`config.mk`:
```
export PLATFORM = sky130hd
export DESIGN_NAME = johnson_decoder
export DESIGN_NICKNAME = d
export VERILOG_FILES = /design/src/rtl/johnson_decoder.sv
export SDC_FILE = /design/constraint.sdc
export NUM_CORES = 1
export LEC_CHECK = 0
export ABC_AREA = 1
export CAP_MARGIN = 40
export CORE_MARGIN = 10
export CORE_UTILIZATION = 49
export CTS_CLUSTER_DIAMETER = 80
export DETAILED_ROUTE_END_ITERATION = 12
export PLACE_DENSITY = 0.79
export SKIP_LAST_GASP = 1
export SLEW_MARGIN = 20
export SYNTH_ARGS = -nofsm -noshare
export SYNTH_HDL_FRONTEND = slang
export SYNTH_SLANG_ARGS = --single-unit
export TNS_END_PERCENT = 1
```
`constraint.sdc`:
```
create_clock -name clk -period 2.25 [get_ports clk]
set_input_delay 0.45 -clock clk [delete_from_list [all_inputs] [get_ports clk]]
set_output_delay 0.45 -clock clk [all_outputs]
set_load 0.03 [all_outputs]
```
`src/rtl/johnson_decoder.sv`:
```
// Johnson code checker/decoder: decodes a WIDTH-bit twisted-ring word to a phase index,
// flags illegal words and out-of-sequence steps, and locks onto a clean stream.
// Latency 1 cycle (all outputs registered); no backpressure, sampled when code_valid.
// Optional JDEC_HOLD_EN: a repeated index (stalled counter) is accepted silently.
module johnson_decoder #(
   parameter int WIDTH    = 4,
   parameter int LOCK_CNT = 3,
   parameter int ERR_W    = 8,
   localparam int IW      = $clog2(2*WIDTH),
   localparam int MW      = $clog2(LOCK_CNT+1)
) (
   input  logic             clk,
   input  logic             clr_n,
   input  logic [WIDTH-1:0] code_in,
   input  logic             code_valid,
   output logic [IW-1:0]    index,
   output logic             index_valid,
   output logic             illegal,
   output logic             seq_err,
   output logic             locked,
   output logic [ERR_W-1:0] err_count
);

   typedef enum logic [1:0] {UNLOCKED, LOCKING, LOCKED} state_t;

   localparam logic [IW:0]    SEQ_LEN  = (IW+1)'(2*WIDTH);
   localparam logic [IW-1:0]  LAST_IDX = IW'(2*WIDTH-1);
   localparam logic [MW-1:0]  LOCK_M   = MW'(LOCK_CNT);

   state_t           state;
   logic             prev_ok;
   logic             miss;
   logic [MW-1:0]    match_cnt;

   logic [WIDTH-1:0] ncode;
   logic             legal;
   logic [IW:0]      pcnt;
   logic [IW:0]      dec_w;
   logic [IW-1:0]    dec_idx;
   logic [IW-1:0]    succ_idx;
   logic             is_succ;
   logic             hold_hit;
   logic [MW-1:0]    match_inc;

   always_comb begin
      ncode = ~code_in;
      // 0..01..1 has no carry overlap with its increment; 1..10..0 is its complement
      legal = ((code_in & (code_in + WIDTH'(1))) == '0) ||
              ((ncode & (ncode + WIDTH'(1))) == '0);
      pcnt = '0;
      for (int i = 0; i < WIDTH; i++)
         pcnt = pcnt + {{IW{1'b0}}, code_in[i]};
      dec_w    = code_in[WIDTH-1] ? (SEQ_LEN - pcnt) : pcnt;
      dec_idx  = dec_w[IW-1:0];
      succ_idx = (index == LAST_IDX) ? '0 : index + IW'(1);
      is_succ  = (dec_idx == succ_idx);
      match_inc = (match_cnt == LOCK_M) ? match_cnt : match_cnt + MW'(1);
   end

`ifdef JDEC_HOLD_EN
   assign hold_hit = (dec_idx == index);
`else
   assign hold_hit = 1'b0;
`endif

   always_ff @(posedge clk or negedge clr_n) begin
      if (!clr_n) begin
         state       <= UNLOCKED;
         prev_ok     <= 1'b0;
         miss        <= 1'b0;
         match_cnt   <= '0;
         index       <= '0;
         index_valid <= 1'b0;
         illegal     <= 1'b0;
         seq_err     <= 1'b0;
         locked      <= 1'b0;
         err_count   <= '0;
      end else begin
         index_valid <= 1'b0;
         illegal     <= 1'b0;
         seq_err     <= 1'b0;
         if (code_valid) begin
            if (!legal) begin
               illegal   <= 1'b1;
               prev_ok   <= 1'b0;
               miss      <= 1'b0;
               match_cnt <= '0;
               state     <= UNLOCKED;
               locked    <= 1'b0;
               if (err_count != '1)
                  err_count <= err_count + ERR_W'(1);
            end else begin
               index       <= dec_idx;
               index_valid <= 1'b1;
               prev_ok     <= 1'b1;
               if (!prev_ok) begin
                  if (state == UNLOCKED)
                     state <= LOCKING;
               end else if (hold_hit) begin
                  // stalled generator: nothing to learn from this word
               end else if (is_succ) begin
                  match_cnt <= match_inc;
                  miss      <= 1'b0;
                  if (state == LOCKED || match_inc == LOCK_M) begin
                     state  <= LOCKED;
                     locked <= 1'b1;
                  end else begin
                     state <= LOCKING;
                  end
               end else begin
                  seq_err   <= 1'b1;
                  match_cnt <= '0;
                  if (err_count != '1)
                     err_count <= err_count + ERR_W'(1);
                  // one slip is tolerated while locked; a second in a row drops lock
                  if (state == LOCKED) begin
                     if (miss) begin
                        state  <= UNLOCKED;
                        locked <= 1'b0;
                        miss   <= 1'b0;
                     end else begin
                        miss <= 1'b1;
                     end
                  end else if (state == UNLOCKED) begin
                     state <= LOCKING;
                  end
               end
            end
         end
      end
   end

endmodule

```
### After elaboration in Yosys (flattened, before gate mapping)

Index checks and enable logic that the tools add are counted.

| operators by class | value |
|---|---|
| $add $sub $neg | 9 |
| equality and inequality tests | 12 |
| muxes and demuxes | 36 |
| bitwise logic cells | 3 |
| reductions and logical operators | 11 |

Operators with widths:

| operator | count |
|---|---|
| $mux W8 | 4 |
| $mux W2 | 11 |
| $mux W1 | 19 |
| $add A4 B1 Y4 const B | 2 |
| $add A8 B1 Y8 const B | 1 |
| $and A4 B4 Y4 | 2 |
| $logic_not A4 Y1 | 2 |
| $ne A8 B8 Y1 const B | 1 |
| $eq A2 B2 Y1 const B | 3 |
| $mux W3 | 2 |
| $ne A3 B2 Y1 const B | 2 |
| $reduce_and A2 Y1 | 3 |
| $reduce_and A3 Y1 | 2 |
| $ne A5 B5 Y1 const B | 1 |
| $reduce_and A5 Y1 | 1 |
| $ne A2 B2 Y1 const B | 2 |
| $not A4 Y4 | 1 |
| $add A2 B1 Y3 | 1 |
| $add A3 B1 Y3 | 1 |
| $add A3 B1 Y3 const B | 1 |
| $eq A3 B3 Y1 | 1 |
| $eq A3 B3 Y1 const B | 1 |
| $ne A3 B1 Y1 const B | 1 |
| $sub A1 B3 Y3 const A | 1 |
| other kinds (4) | 5 |

| word-level totals | value |
|---|---|
| register bits after elaboration | 21 |
| input bits | 7 |
| output and inout port bits | 15 |

### Logic depth before layout (Yosys ltp)

Gate-level depths: netlist (run 1).

| logic depth | value |
|---|---|
| depth in word-level cells | 10 |
| depth in mapped cells | 20 |

### Worst setup path after synthesis (run 1)

Ideal clock, no wire load.

| timing | value |
|---|---|
| kind | input-to-reg |
| start | in code_in[0] |
| end | reg err_count[3] |
| library setup time | 0.119 ns |
| data arrival time | 2.654 ns |
| path slack | -0.523 ns |
| stages on the path | 17 |
| buffers on the path | 0 |
| path through | inv_1 -> fa_1 -> inv_1 -> ha_1 -> ha_1 -> inv_1 -> ha_1 -> nand2_1 -> nand3_1 -> nand2_2 -> nor2_4 -> nand2_4 -> nor2_8 -> inv_4 -> nand3_4 -> nand2_1 -> nand2_1 |

| between the ends | value |
|---|---|
| cells in the longest elaborated chain, start to end | 8 |
| elaborated cells on any way between the ends | 18 |

Ends and longest elaborated chain:

| element | line | RTL |
|---|---|---|
| start: declaration | 14 | `input logic [WIDTH-1:0] code_in,` |
| $add A1 B1 Y2 | 52 | `pcnt = pcnt + {{IW{1'b0}}, code_in[i]};` |
| $add A2 B1 Y3 | 52 |  |
| $add A3 B1 Y3 | 52 |  |
| $sub A1 B3 Y3 | 53 | `dec_w = code_in[WIDTH-1] ? (SEQ_LEN - pcnt) : pcnt;` |
| $mux W3 | 53 |  |
| $eq A3 B3 Y1 | 56 | `is_succ = (dec_idx == succ_idx);` |
| $ne A2 B2 Y1 (no line) | n/a |  |
| $reduce_and A3 Y1 (no line) | n/a |  |
| end signal: assignment | 91 | `err_count <= err_count + ERR_W'(1);` |
| end signal: assignment | 114 | `err_count <= err_count + ERR_W'(1);` |
| end: declaration | 21 | `output logic [ERR_W-1:0] err_count` |

Several ways; a longest one is shown, not always the timed one.
A chain may end at the register's enable or synchronous reset.

### Worst setup path in the final report (run 1)

| timing | value |
|---|---|
| start | in code_in[3] |
| end | reg err_count[1] |

| between the ends | value |
|---|---|
| cells in the longest elaborated chain, start to end | 7 |
| elaborated cells on any way between the ends | 16 |

Ends and longest elaborated chain:

| element |
|---|
| parallel branches: the longest is 7 deep, another holds $add A3 B1 Y3 |

Several ways; the timed one is not identified.

==> results of run 1 <==
synthesized netlist by cell type:
master / instances
fa_1: 1
nor2_8: 1
nand2_4: 2
nand2_1: 52
inv_4: 1
a31oi_1: 1
nor2_1: 16
xor2_1: 3
o21ai_0: 3
inv_2: 3
dfrtp_1: 21
a21oi_4: 1
a21oi_1: 1
nand3_4: 1
nor2_4: 2
nand3_1: 13
buf_6: 1
nand2_2: 5
nor4_1: 1
o21ai_1: 2
nor3_1: 1
xnor2_1: 3
clkinv_1: 1
o21ai_2: 1
nand4_1: 9
nor2_2: 2
inv_1: 22
ha_1: 10
state kept, by name, indices dropped and copies added, names as in the netlist:
| register | count |
|---|---|
| err_count | 8 |
| illegal | 1 |
| index | 3 |
| match_cnt | 2 |
| state | 2 |
| seq_err | 1 |
| prev_ok | 1 |
| locked | 1 |
| miss | 1 |
| index_valid | 1 |
metal layers:
layer	wire length, um	vias up	part of all wire (%)	track usage, %
li1	-	657	-	-
met1	1340	598	41	13.9
met2	1670	24	51	22.3
met3	183	8	5.6	3.63
met4	76	0	2.3	5.59
met5	0	-	0	0
cells by family after synthesis:
group / after synthesis
buffers and inverters: 28
DFF: 21
and+or+nand+nor: 105
xor gates and xnor gates: 6
AOI/OAI and AO/OA: 9
adders and majority gates: 11
path summary, 6_finish.rpt:
path / end / slack (ns) / cells past startpoint
hold reg to reg: locked / 0.51 / 2
min in group clk: locked / 0.51 / 2
setup reg to reg: err_count[4] / 0.26 / 13
setup / recovery: err_count[1] / -0.27 / 19
max in group asynchronous: index_valid / 1.56 / 2
hold / removal: state[1] / 0.47 / 2
per-stage QoR:
step | power [mW] | hold WS [ns] | instance area (um^2) | setup WS [ns] | setup TNS (ns)
detailed placement | 1.40 | 0.482 | 1810 | -1.25 | -19.43
finish | 1.62 | 0.473 | 1920 | -0.267 | -3.32
floorplan | 1.11 | 0.154 | 1470 | -0.411 | -5.57
CTS | 1.62 | 0.474 | 1900 | -0.205 | -2.51
global placement | 1.37 | 0.463 | 1810 | -1.15 | -18.05
global route | 1.73 | 0.488 | 1920 | -0.362 | -4.78
power groups by stage:
stage               clock network (mW)  registers [mW]  logic, mW
floorplan                            0           0.681      0.428
global route                     0.208           0.578      0.948
detailed placement                   0           0.564      0.832
global placement                     0           0.558      0.807
CTS                              0.198           0.558      0.862
finish                           0.188           0.562      0.867
cell type report:
cell class / count / area share (%)
Timing Repair inverter: 1 / 0.196
Clock buffer: 3 / 1.17
Tap cell: 31 / 2.02
Sequential cell: 21 / 27.4
Timing Repair Buffer: 38 / 19.1
Inverter: 27 / 6.33
Clock inverter: 1 / 0.261
Multi-Input combinational cell: 131 / 43.5
timing repair:
action	in CTS	in global routing
gates cloned	1	0
pin swaps	11	4
setup buffers	5	0
resized for setup	25	6
endpoints found under the setup margin	17	16
==> impl_metrics.ini, run 1 <==
[setup_path]
required_ns = 2.47
critical-path-slowest-cell = fa_1
crit_arrival_ns = 2.73
crit_path_end_kind = register
cp_top_family = adder cells
setup.worst_path.start = code_in[3]
slowest_delay_ns = 0.52
worstReg2RegStart = index[0]
crit_path_cell_trace = buf_8 > inv_4 > fa_1 > inv_1 > ha_2 > ha_4 > inv_2 > ha_4 > nand2_4 > nand2_2 > nand2_2 > nand2_2 > nor2_4 > nand2_4 > nor2_8 > inv_6 > nand3_4 > nand2_1 > nand2_1
crit_path_frequent_cell = nand2_2
worstSetupStartpointType = input port
path_buf_inv = 5
path_max_fanout = 8
path_class = in -> reg

[synthesis]
synth_fp_nets = 198
synth_top_family_by_area = simple AND/OR/NAND/NOR gates
synthTopCellsByArea = dfrtp_1 (37%), nand2_1 (14%), ha_1 (8.8%)
synth-seq-cells = 21
synth_warnings = 0
synth_compound_area_share_pct = 4.34
synth_xor_area_share_pct = 3.72
synthAdderAreaFrac_pct = 10.3
synth_area_um2 = 1410
synthMuxAreaShare_pct = 0
synth_cell_types = 28
synth_cells = 180
synthSimpleGateAreaFrac_pct = 36.4
avgSynthCellArea_um2 = 7.85
synth_top_area_cell = dfrtp_1
synth_top_cell_area_share_pct = 37.2
synth-seq-area-share_pct = 37.2

[cells_and_area]
layout_common_cells = nand2_1 (43), dfrtp_1 (21), inv_1 (18), clkdlybuf4s50_1 (18)
layout_commonest_cell = nand2_1
area_growth_pct = 35.6
n_antenna_cell = 0
fin_nets = 241
fin_cells = 253
drive_gt1_share_pct = 27.5
fillers = 209
regArea_um2 = 526
fin_util_pct = 69.5
multiInputGateArea_um2 = 833

[clock_network]
cts.path.max_buffers = 2
worstSkewPairLatency_ns = 0.31
cts_num_sinks = 21
cts_hold_buf = 0
clk_pin_slew_worst_paths_ns = 0.12
cts_tree = done
cts-root-buf = clkbuf_4
cts_max_level = 1
cts_buffers = 3

[route]
drc = 0
ant_nets = 0
drt_iter0_markers = 75
post_drt_via_cell_ratio = 5.09
drt_first_pass_iters = 4
wl_per_cell_um = 12.9
num_vias = 1287
wirelength_mm = 3.27

[sta]
worst_slew_pin_slew_ns = 0.390
hold_viol = 0
fin_crit_ns = 2.52
period_share_pct = 112
rsz0062_at_grt = true
clock_skew_ns = 0.00210
setup_violations = 16
slew_violations = 0
fmax_ghz = 0.397
slew_headroom_pct = 73.9
setup_slack_ns = -0.267

[min_path]
hp-class = in -> async

[placement]
place_congestion = 0.849
portBuffers = 21
dp.cells = 243
dp_hpwl_mm = 2.48

[status]
status = complete, but fails checks
violations = setup timing

[pwr]
power_frac_seq_pct = 34.8
vdd_drop_max_mv = 0.738
p_switching_mw = 0.725
p_leak_nw = 1.00
comb_power_share_pct = 53.6
p_per_area_nw_per_um2 = 844
p_sw_share_pct = 44.8
internal_power_mw = 0.892
power.share.clock_pct = 11.6

[die]
core_region_area_um2 = 2760
fp.dieW_um = 73.7
start_util_pct = 51.3
num_rows = 19
die-area_um2 = 5430
die_h_um = 73.7
io_pins = 22

[run]
drv_cap = 0

[grt]
grt_max_degree = 22
grt_pass1_vias = 1348
grtUsageTotal_pct = 12.7
grt-ovfl-total = 0
antenna_found_initial = 0
grt_pass1_wl_mm = 5.62
Power figures use the tool's default switching activity.
==> run 2: changes to the inputs <==
--- a/config.mk
+++ b/config.mk
@@ -11,6 +11,7 @@
 export CORE_UTILIZATION = 49
 export CTS_CLUSTER_DIAMETER = 80
 export DETAILED_ROUTE_END_ITERATION = 12
+export GPL_TIMING_DRIVEN = 0
 export PLACE_DENSITY = 0.79
 export SKIP_LAST_GASP = 1
 export SLEW_MARGIN = 20
==> impl_metrics.ini, run 2 (synthesis results as in run 1) <==
[pwr]
p_per_area_nw_per_um2 = 875
p_switching_mw = 0.735
p_leak_nw = 0.944
vdd_drop_max_mv = 0.763
power.share.clock_pct = 11.6
internal_power_mw = 0.888
finalPower_mw = 1.62
power_frac_seq_pct = 34.5
comb_power_share_pct = 53.9
p_sw_share_pct = 45.3

[placement]
dp_slack_ns = -1.30
portBuffers = 21
place_congestion = 0.829
dp_hpwl_mm = 2.35
placedInstanceArea_um2 = 1730

[sta]
clock_skew_ns = 0.0129
slew_violations = 0
hold_viol = 0
setup_violations = 15
fmax_ghz = 0.395
fin_crit_ns = 2.53
slew_headroom_pct = 64.5
setup_slack_ns = -0.282
period_share_pct = 113
rsz0062_at_grt = true
worst_slew_pin_slew_ns = 0.531

[cells_and_area]
layout_commonest_cell = nand2_1
multiInputGateArea_um2 = 855
fin_area_um2 = 1860
drive_gt1_share_pct = 24.6
fillers = 229
reg.largest.list = err_count: 8 flops, index: 3 flops
n_antenna_cell = 0
fin_util_pct = 67.3
top_register = err_count
layout_common_cells = nand2_1 (42), dfrtp_1 (21), inv_1 (18), clkdlybuf4s50_1 (18), nor2_1 (16)
largest_reg_flops = 8
fin_nets = 230
area_growth_pct = 31.2
regArea_um2 = 526

[die]
core_region_area_um2 = 2760
num_rows = 19
start_util_pct = 51.3
die_h_um = 73.7
io_pins = 22
die-area_um2 = 5430
fp.dieW_um = 73.7

[route]
ant_nets = 0
post_drt_via_cell_ratio = 5.08
drc = 0
num_vias = 1230
drt_first_pass_iters = 6
wirelength_mm = 3.11
wl_per_cell_um = 12.8
drt_iter0_markers = 56

[grt]
grt-ovfl-total = 0
grt_max_degree = 13
grt_pass1_vias = 1276
grtUsageTotal_pct = 12.5
antenna_found_initial = 0
grt_pass1_wl_mm = 5.53

[min_path]
hp-class = in -> async

[clock_network]
cts_hold_buf = 0
cts_max_level = 1
worstSkewPairLatency_ns = 0.31
cts_tree = done
cts.path.max_buffers = 2
clk_pin_slew_worst_paths_ns = 0.13
cts_buffers = 3
cts_num_sinks = 21
cts-root-buf = clkbuf_4

[setup_path]
crit_path_end_kind = register
setup.worst_path.start = code_in[0]
worstSetupStartpointType = input port
worstReg2RegStart = index[0]
crit_arrival_ns = 2.80
path_class = in -> reg
required_ns = 2.51
path_max_fanout = 8

[run]
drv_cap = 0

[status]
status = complete, but fails checks
violations = setup timing
==> run 2: changes by cell type in the layout (fill, tap and decap cells not counted), sizes merged <==
cell / delta
buf: -11
==> run 2: cell type report <==
cell class | instances | area share (%)
multi-input cells | 131 | 46.1
flip-flops and latches | 21 | 28.3
repair buffers | 26 | 14.4
inverters | 27 | 6.81
well taps | 31 | 2.09
clock buffers | 3 | 1.21
plain buffers | 1 | 0.607
clock inverters | 1 | 0.270
repair inverters | 1 | 0.202
==> run 2: path summary, 6_finish.rpt <==
path,to,slack (ns),cells after the start
setup / recovery,err_count[5],-0.28,18
hold / removal,state[0],0.46,1
setup reg to reg,err_count[5],0.24,13
hold reg to reg,locked,0.49,2
max in group asynchronous,index[1],1.29,2
min in group clk,index[1],0.48,4
==> run 2: timing repair <==
action / 4_1_cts / 5_1_grt
hold endpoints to repair: 0 / 0
cloned: 1 / 0
buffers inserted: 4 / 0
endpoints found under the setup margin: 17 / 15
pin swaps: 13 / 2
resized for setup: 28 / 11
==> run 2: critical path: stages <==
cell and delay (ns):
buf_8 0.08, inv_6 0.03, fa_1 0.53, inv_1 0.05, ha_2 0.19, ha_4 0.28
inv_2 0.04, ha_4 0.26, nand2_4 0.05, nand3_2 0.07, nand2_2 0.07, nor2_4 0.16
nand2_8 0.09, nor2_8 0.13, inv_6 0.06, nand3_4 0.12, nand2_1 0.07, nand2_1 0.06
==> run 2: routing by layer <==
metal	wire, um	GRT usage [%]	vias to the layer above
li1	-	-	630
met1	1310	14.3	576
met2	1570	20.6	19
met3	172	3.77	5
met4	51	6.21	0
met5	0	0	-
==> run 2: through the flow <==
step | cells | hold WS (ns) | TNS [ns]
after CTS | 242 | 0.476 | -2.68
after detailed placement | 233 | 0.464 | -20.30
after floorplan | 180 | 0.154 | -5.57
after global routing | 242 | 0.487 | -5.39
final | 242 | 0.465 | -3.57
after global placement | 232 | 0.463 | -19.39
==> run 2: power by group through the flow <==
stage / sequential [mW] / combinational, mW / clock [mW]
floorplan: 0.681 / 0.428 / 0
global placement: 0.556 / 0.774 / 0
detailed placement: 0.564 / 0.793 / 0
CTS: 0.556 / 0.829 / 0.194
global route: 0.573 / 0.969 / 0.213
finish: 0.560 / 0.876 / 0.188
